$ cat src/rtl/axis_reg_pipe_rtl.sv
// AXI4-Stream register pipeline: N_STAGES slices, each a two-entry skid buffer (FULL)
// or a single forward register (FWD), with optional TKEEP/TLAST/TUSER and a beat counter.
module axis_reg_pipe_rtl #(
    parameter int N_STAGES    = 4,
    parameter int DATA_BITS   = 32,
    parameter int USER_BITS   = 1,
    parameter int KEEP_ENABLE = 0,
    parameter int LAST_ENABLE = 0,
    parameter int USER_ENABLE = 0,
    parameter int SKID_MODE   = 1,
    localparam int KEEP_BITS  = DATA_BITS / 8,
    localparam int OCC_BITS   = (N_STAGES == 0) ? 1 : $clog2(2 * N_STAGES + 1)
) (
    input  logic                 aclk,
    input  logic                 aresetn,
    input  logic [DATA_BITS-1:0] s_axis_tdata,
    input  logic [KEEP_BITS-1:0] s_axis_tkeep,
    input  logic                 s_axis_tlast,
    input  logic [USER_BITS-1:0] s_axis_tuser,
    input  logic                 s_axis_tvalid,
    output logic                 s_axis_tready,
    output logic [DATA_BITS-1:0] m_axis_tdata,
    output logic [KEEP_BITS-1:0] m_axis_tkeep,
    output logic                 m_axis_tlast,
    output logic [USER_BITS-1:0] m_axis_tuser,
    output logic                 m_axis_tvalid,
    input  logic                 m_axis_tready,
    output logic [OCC_BITS-1:0]  occupancy
);

    localparam int PAY_BITS = USER_BITS + 1 + KEEP_BITS + DATA_BITS;

    typedef enum logic [1:0] {EMPTY, ONE, TWO} slice_state_e;

    logic [PAY_BITS-1:0] s_payload;
    logic [PAY_BITS-1:0] m_payload;

    // Disabled sideband is zeroed on entry so its flops become constants and drop out.
    assign s_payload = {(USER_ENABLE != 0) ? s_axis_tuser : {USER_BITS{1'b0}},
                        (LAST_ENABLE != 0) && s_axis_tlast,
                        (KEEP_ENABLE != 0) ? s_axis_tkeep : {KEEP_BITS{1'b0}},
                        s_axis_tdata};

    assign m_axis_tdata = m_payload[DATA_BITS-1:0];
    assign m_axis_tkeep = (KEEP_ENABLE != 0) ? m_payload[DATA_BITS +: KEEP_BITS] : {KEEP_BITS{1'b1}};
    assign m_axis_tlast = (LAST_ENABLE != 0) && m_payload[DATA_BITS + KEEP_BITS];
    assign m_axis_tuser = (USER_ENABLE != 0) ? m_payload[DATA_BITS + KEEP_BITS + 1 +: USER_BITS]
                                             : {USER_BITS{1'b0}};

    if (N_STAGES == 0) begin : g_wire
        assign m_payload     = s_payload;
        assign m_axis_tvalid = s_axis_tvalid;
        assign s_axis_tready = m_axis_tready;
        assign occupancy     = '0;
    end else begin : g_pipe
        // link[i] is the handshake entering slice i; link[N_STAGES] is the m_axis side.
        logic [N_STAGES:0]               link_valid;
        logic [N_STAGES:0]               link_ready;
        logic [N_STAGES:0][PAY_BITS-1:0] link_data;
        logic [OCC_BITS-1:0]             occ_q;
        logic [OCC_BITS-1:0]             occ_d;
        logic                            s_fire;
        logic                            m_fire;

        assign m_axis_tvalid = link_valid[N_STAGES];
        assign m_payload     = link_data[N_STAGES];
        assign s_axis_tready = link_ready[0] && aresetn;

        assign s_fire = s_axis_tvalid && s_axis_tready;
        assign m_fire = m_axis_tvalid && m_axis_tready;

        always_comb begin
            occ_d = occ_q;
            if (s_fire && !m_fire) begin
                occ_d = occ_q + OCC_BITS'(1);
            end else if (m_fire && !s_fire) begin
                occ_d = occ_q - OCC_BITS'(1);
            end
        end

        always_ff @(posedge aclk or negedge aresetn) begin
            if (!aresetn) begin
                occ_q <= '0;
            end else begin
                occ_q <= occ_d;
            end
        end

        assign occupancy = occ_q;

        if (SKID_MODE != 0) begin : g_full
            slice_state_e        state_q [N_STAGES];
            slice_state_e        state_d [N_STAGES];
            logic [PAY_BITS-1:0] main_q  [N_STAGES];
            logic [PAY_BITS-1:0] main_d  [N_STAGES];
            logic [PAY_BITS-1:0] skid_q  [N_STAGES];
            logic [PAY_BITS-1:0] skid_d  [N_STAGES];
            logic [N_STAGES-1:0] rdy_q;
            logic [N_STAGES-1:0] rdy_d;
            logic [N_STAGES-1:0] in_fire;
            logic [N_STAGES-1:0] out_fire;

            always_comb begin
                link_valid = '0;
                link_ready = '0;
                link_data  = '0;
                in_fire    = '0;
                out_fire   = '0;
                rdy_d      = '0;
                link_valid[0]        = s_axis_tvalid;
                link_data[0]         = s_payload;
                link_ready[N_STAGES] = m_axis_tready;
                for (int i = 0; i < N_STAGES; i++) begin
                    link_valid[i+1] = (state_q[i] != EMPTY);
                    link_data[i+1]  = main_q[i];
                    link_ready[i]   = rdy_q[i];
                end
                for (int i = 0; i < N_STAGES; i++) begin
                    state_d[i]  = state_q[i];
                    main_d[i]   = main_q[i];
                    skid_d[i]   = skid_q[i];
                    in_fire[i]  = link_valid[i] && rdy_q[i];
                    out_fire[i] = link_valid[i+1] && link_ready[i+1];
                    case (state_q[i])
                        EMPTY: begin
                            if (in_fire[i]) begin
                                main_d[i]  = link_data[i];
                                state_d[i] = ONE;
                            end
                        end
                        ONE: begin
                            if (in_fire[i] && out_fire[i]) begin
                                main_d[i] = link_data[i];
                            end else if (in_fire[i]) begin
                                skid_d[i]  = link_data[i];
                                state_d[i] = TWO;
                            end else if (out_fire[i]) begin
                                state_d[i] = EMPTY;
                            end
                        end
                        TWO: begin
                            if (out_fire[i]) begin
                                main_d[i]  = skid_q[i];
                                state_d[i] = ONE;
                            end
                        end
                        default: state_d[i] = EMPTY;
                    endcase
                    rdy_d[i] = (state_d[i] != TWO);
                end
            end

            always_ff @(posedge aclk or negedge aresetn) begin
                if (!aresetn) begin
                    rdy_q <= '0;
                    for (int i = 0; i < N_STAGES; i++) begin
                        state_q[i] <= EMPTY;
                        main_q[i]  <= '0;
                        skid_q[i]  <= '0;
                    end
                end else begin
                    rdy_q <= rdy_d;
                    for (int i = 0; i < N_STAGES; i++) begin
                        state_q[i] <= state_d[i];
                        main_q[i]  <= main_d[i];
                        skid_q[i]  <= skid_d[i];
                    end
                end
            end
        end else begin : g_fwd
            logic [N_STAGES-1:0] vld_q;
            logic [N_STAGES-1:0] vld_d;
            logic [PAY_BITS-1:0] reg_q [N_STAGES];
            logic [PAY_BITS-1:0] reg_d [N_STAGES];

            // Ready ripples back from m_axis through every slice in one combinational pass.
            always_comb begin
                link_valid = '0;
                link_ready = '0;
                link_data  = '0;
                vld_d      = vld_q;
                link_valid[0]        = s_axis_tvalid;
                link_data[0]         = s_payload;
                link_ready[N_STAGES] = m_axis_tready;
                for (int i = 0; i < N_STAGES; i++) begin
                    link_valid[i+1] = vld_q[i];
                    link_data[i+1]  = reg_q[i];
                end
                for (int i = N_STAGES - 1; i >= 0; i--) begin
                    link_ready[i] = !vld_q[i] || link_ready[i+1];
                end
                for (int i = 0; i < N_STAGES; i++) begin
                    reg_d[i] = reg_q[i];
                    if (link_valid[i] && link_ready[i]) begin
                        vld_d[i] = 1'b1;
                        reg_d[i] = link_data[i];
                    end else if (link_ready[i+1]) begin
                        vld_d[i] = 1'b0;
                    end
                end
            end

            always_ff @(posedge aclk or negedge aresetn) begin
                if (!aresetn) begin
                    vld_q <= '0;
                    for (int i = 0; i < N_STAGES; i++) begin
                        reg_q[i] <= '0;
                    end
                end else begin
                    vld_q <= vld_d;
                    for (int i = 0; i < N_STAGES; i++) begin
                        reg_q[i] <= reg_d[i];
                    end
                end
            end
        end
    end

endmodule
$ cat config.mk
export PLATFORM = sky130hd
export DESIGN_NAME = axis_reg_pipe_rtl
export DESIGN_NICKNAME = d
export VERILOG_FILES = /design/src/rtl/axis_reg_pipe_rtl.sv
export SDC_FILE = /design/constraint.sdc
export NUM_CORES = 1
export LEC_CHECK = 0
export CORE_ASPECT_RATIO = 0.5
export CORE_UTILIZATION = 64
export DETAILED_ROUTE_END_ITERATION = 10
export GPL_ROUTABILITY_DRIVEN = 0
export PLACE_DENSITY_LB_ADDON = 0.25
export SLEW_MARGIN = 20
export SYNTH_ARGS = -nofsm -noshare
export SYNTH_HDL_FRONTEND = slang
export SYNTH_SLANG_ARGS = --single-unit
$ cat constraint.sdc
create_clock -name aclk -period 5.3 [get_ports aclk]
set_input_delay 0.795 -clock aclk [delete_from_list [all_inputs] [get_ports aclk]]
set_output_delay 0.795 -clock aclk [all_outputs]
set_load 0.02 [all_outputs]
==> impl_metrics.toml <==
[outcome]
status = "completed"

[pwr]
switching_power_as_a_share_of_total_power_pct = 29.7
leakagePower_uw = 0.00605
clock_power_share_pct = 20.7
power_per_cell_area_nw_per_um2 = 580
p_comb_share_pct = 35.9
int_pwr_uw = 5620
switchingPower_uw = 2370
worst_ir_drop_vdd_v = 0.000382
totalPowerFinal_uw = 7990
sequential_fraction_of_design_power_pct = 43.3

[yosys]
synth_fa_ha_area_share_pct = 0.466
synth_seq_cells = 272
synth.largest_area_cell = "sky130_fd_sc_hd__dfrtp_1"
async_flop_share_pct = 100
synth_edf_count = 0
synth.yosys.seq_area_share_pct = 55.1
synth_area_in_compound_gates_pct = 1.26
yosys.area_share.simple_pct = 2.16
synth_top_flop_cell = "sky130_fd_sc_hd__dfrtp_1"
synth.lib_cells_used.distinct = 40
mappedNetlistArea_um2 = 12300
synth_top_family_by_area = "multiplexers"
synth_top_cells_by_area = "sky130_fd_sc_hd__dfrtp_1 55%, sky130_fd_sc_hd__mux2_2 30%, sky130_fd_sc_hd__mux2_4 3.6%, sky130_fd_sc_hd__mux2_1 2.7%, sky130_fd_sc_hd__buf_4 2.5%"
synth_xor_xnor_area_share_pct = 0.355
postSynthCellCount = 815
synthesis.area_per_instance_um2 = 15.2
muxShareOfSynthArea_pct = 36.2
synth.top_cell.area_share_pct = 55.1
ys.warnings.count = 0

[worst_setup_path]
required_ns = 4.51
reg2reg_depth = 8
crit-reg2reg-capture = "occupancy[3]"
path_delay_family = "buffers and inverters"
crit_path_cells = "buf_8 -> and2_1 -> clkdlybuf4s50_1"
critical_path_arrival_ns = 2.13
timing.critical_path.fanout_max = 86
end_kind = "output pin"
critPathSlowestCell = "sky130_fd_sc_hd__clkdlybuf4s50_1"
setup.reg_to_reg.worst_slack_ns = 2.73
worst-path-buf-inv = 2
critical-path-max-stage-delay_ns = 0.60
cp-startpoint = "aresetn"
startpoint_kind_of_the_worst_setup_timing_path = "input pin"
crit_cells = 3
timing.setup.critical_path_class = "in2out"
regToRegStartpoint = "g_pipe.g_full.state_q[1]"

[timing]
finalCritPeriodShare_pct = 55.2
totalNegativeSetupSlack_ns = 0
max_slew_margin_pct = 30.3
rsz0062_at_grt = "false"
setup_violations = 0
hold_slack_ns = 0.258
final-max-slew-violation-count = 0
timing.clock.skew_ns = 0.00801
period_minus_slack_ns = 2.92
fmax_mhz = 342
timing_hold_violations_final = 0
least_margin_pin_slew_ns = 1.05

[cts]
tritoncts = "built"
ctsHtreeMaxLevel = 1
cts_hold_buffers = 0
clkSlewWorstSetupHoldPaths_ns = 0.06
cts_sinks = 272
ctsRootBufferMaster = "sky130_fd_sc_hd__clkbuf_16"
clk_latency_ns = 0.51
cts.repair_timing.setup_buffer_count = 0
cts_buffers = 24
post_cts_resized = 0
clk_path_buf_depth = 3

[place]
placement.io_buffers = 73
dpl_wire_length_mm = 12.8

[global_routing]
grt_pass1_wl_mm = 34.3
antenna_found_initial = 0
number_of_global_route_vias_before_repair = 6811
globalRouteOverflowTotal = 0
globalRouteTotalUtil_pct = 21.4
grt_start_max_net_pins = 190

[die]
num_io_pins = 86
floorplan.die.width_um = 198
die_extent_in_y_um = 100
floorplan.initialDensity_pct = 66.2
dieArea_um2 = 19900
number_of_rows_in_the_core_area = 35
core_area_um2 = 18700

[detailed_routing]
length_of_the_first_detailed_routing_pass_in_iterations = 4
m1WireLength_mm = 9.18
first_iter_violations = 253
wl_met2_mm = 9.89
wl_per_cell_um = 17.6
detailroute.wirelength.met3_um = 526
highest_layer = "met4"
via_count_of_the_routed_design = 6259
postRouteWirelength_mm = 19.8
remaining_routing_drc_violations = 0
avgViaCountPerCell = 5.57
postRouteAntennaNets = 0

[flow_run]
timing.max_cap.violations = 0

[finish]
layout.filler_cells = 1166
antenna_cells = 0
syn_to_final_growth_pct = 11.6
layout.nets = 895
final_layout_size_suffix_gt1_share_pct = 48.0

[hold_path]
classification_of_the_worst_slack_hold_path = "in2async"
-- kinds of logic (layout without fill, tap and decap cells) --
| group | after synthesis | count (layout) |
|---|---|---|
| flops | 272 | 272 |
| fa+ha+maj | 4 | 4 |
| mux | 387 | 387 |
| compound gates | 20 | 20 |
| xor+xnor | 5 | 5 |
| other cells | 2 | 6 |
| simple gates | 42 | 42 |
| buf+inv | 83 | 129 |
-- power by group through the flow --
| stage | logic [µW] | registers (µW) | clock network (µW) |
|---|---|---|---|
| 3_3_place_gp | 2770 | 3430 | 0 |
| 6_report | 2870 | 3460 | 1660 |
| 3_5_place_dp | 2880 | 3500 | 0 |
| 5_1_grt | 3120 | 3580 | 1790 |
| 4_1_cts | 2910 | 3470 | 1700 |
| 2_1_floorplan | 2390 | 3330 | 0 |
-- state kept, by name, indices dropped and copies added (netlist names) --
register,count
g_pipe.g_full.skid_q,128
g_pipe.g_full.main_q,96
g_pipe.g_full.rdy_q,4
g_pipe.g_full.state_q,8
occupancy,4
m_payload,32
-- per-stage QoR --
| stage | setup slack (ns) | util [%] | area (µm²) | cells |
|---|---|---|---|---|
| after CTS | 2.37 | 73.8 | 13800 | 1124 |
| final | 2.38 | 73.8 | 13800 | 1124 |
| after floorplan | 2.89 | - | 12400 | 819 |
| after detailed placement | 2.12 | 69.8 | 13000 | 1082 |
| after global routing | 2.23 | 73.8 | 13800 | 1124 |
| after global placement | 2.19 | 69.8 | 13000 | 1082 |
-- per-layer routing --
metal	global-route usage (%)	vias up
met3	3.63	17
met4	2.78	0
met5	0	-
met1	29.1	3265
li1	-	2925
met2	37.5	52
-- how the worst max path moves through the flow --
| stage | slack (ns) | endpoint |
|---|---|---|
| 2_1_floorplan | 2.89 | occupancy[3] |
| 3_3_place_gp | 2.19 | occupancy[3] |
| 3_5_place_dp | 2.12 | occupancy[3] |
| 4_1_cts | 2.37 | s_axis_tready |
| 5_1_grt | 2.23 | s_axis_tready |
| 6_report | 2.38 | s_axis_tready |
-- synthesized netlist by cell type, types with 2 or more instances --
cell type / n
sky130_fd_sc_hd__nand2_1: 4
sky130_fd_sc_hd__dfrtp_1: 272
sky130_fd_sc_hd__conb_1: 2
sky130_fd_sc_hd__inv_1: 2
sky130_fd_sc_hd__o31ai_2: 3
sky130_fd_sc_hd__clkbuf_1: 7
sky130_fd_sc_hd__nor2b_1: 6
sky130_fd_sc_hd__nand3_1: 2
sky130_fd_sc_hd__o211ai_1: 2
sky130_fd_sc_hd__mux2_1: 30
sky130_fd_sc_hd__xor2_1: 2
sky130_fd_sc_hd__or2_2: 3
sky130_fd_sc_hd__mux2_4: 30
sky130_fd_sc_hd__nand2b_1: 9
sky130_fd_sc_hd__nand3b_1: 5
sky130_fd_sc_hd__buf_6: 6
sky130_fd_sc_hd__buf_2: 27
sky130_fd_sc_hd__buf_4: 41
sky130_fd_sc_hd__or3_1: 3
sky130_fd_sc_hd__mux2i_1: 2
sky130_fd_sc_hd__xnor2_1: 3
sky130_fd_sc_hd__mux2_2: 325
sky130_fd_sc_hd__o21ai_0: 6
sky130_fd_sc_hd__nand4b_1: 2
sky130_fd_sc_hd__ha_1: 3
sky130_fd_sc_hd__o21ai_2: 2
sky130_fd_sc_hd__a21oi_1: 2
sky130_fd_sc_hd__nor2_1: 2
-- final cells by class --
class / instances / area (µm²) / area share, %
Clock buffer: 37 / 721 / 5.23
Clock inverter: 5 / 25.0 / 0.182
Sequential cell: 272 / 6810 / 49.4
Inverter: 2 / 7.51 / 0.0545
Tap cell: 259 / 324 / 2.35
Timing Repair Buffer: 85 / 838 / 6.09
Multi-Input combinational cell: 464 / 5050 / 36.7
-- worst reg2reg max path, cell delays in order, from the launching register on --
cell and delay (ns):
sky130_fd_sc_hd__dfrtp_1 0.46, sky130_fd_sc_hd__or2_2 0.34, sky130_fd_sc_hd__nand2_1 0.15, sky130_fd_sc_hd__ha_1 0.26, sky130_fd_sc_hd__inv_1 0.13, sky130_fd_sc_hd__ha_1 0.36, sky130_fd_sc_hd__or4_1 0.53, sky130_fd_sc_hd__o211ai_1 0.11
sky130_fd_sc_hd__o211ai_1 0.10
-- cell usage in the layout, fill, tap and decap left out, drive strengths merged, types with 2 or more instances in the layout --
master / count
mux2: 385
dfrtp: 272
clkdlybuf4s50: 72
clkbuf: 37
buf: 13
nand2b: 9
o21ai: 9
nor2b: 6
conb: 6
nand3b: 5
clkinv: 5
nand2: 4
or2: 3
xnor2: 3
o31ai: 3
ha: 3
or3: 3
o211ai: 3
nand4b: 2
inv: 2
xor2: 2
nor2: 2
mux2i: 2
a21oi: 2
nand3: 2
nor3: 2
Power figures use the tool's default switching activity.
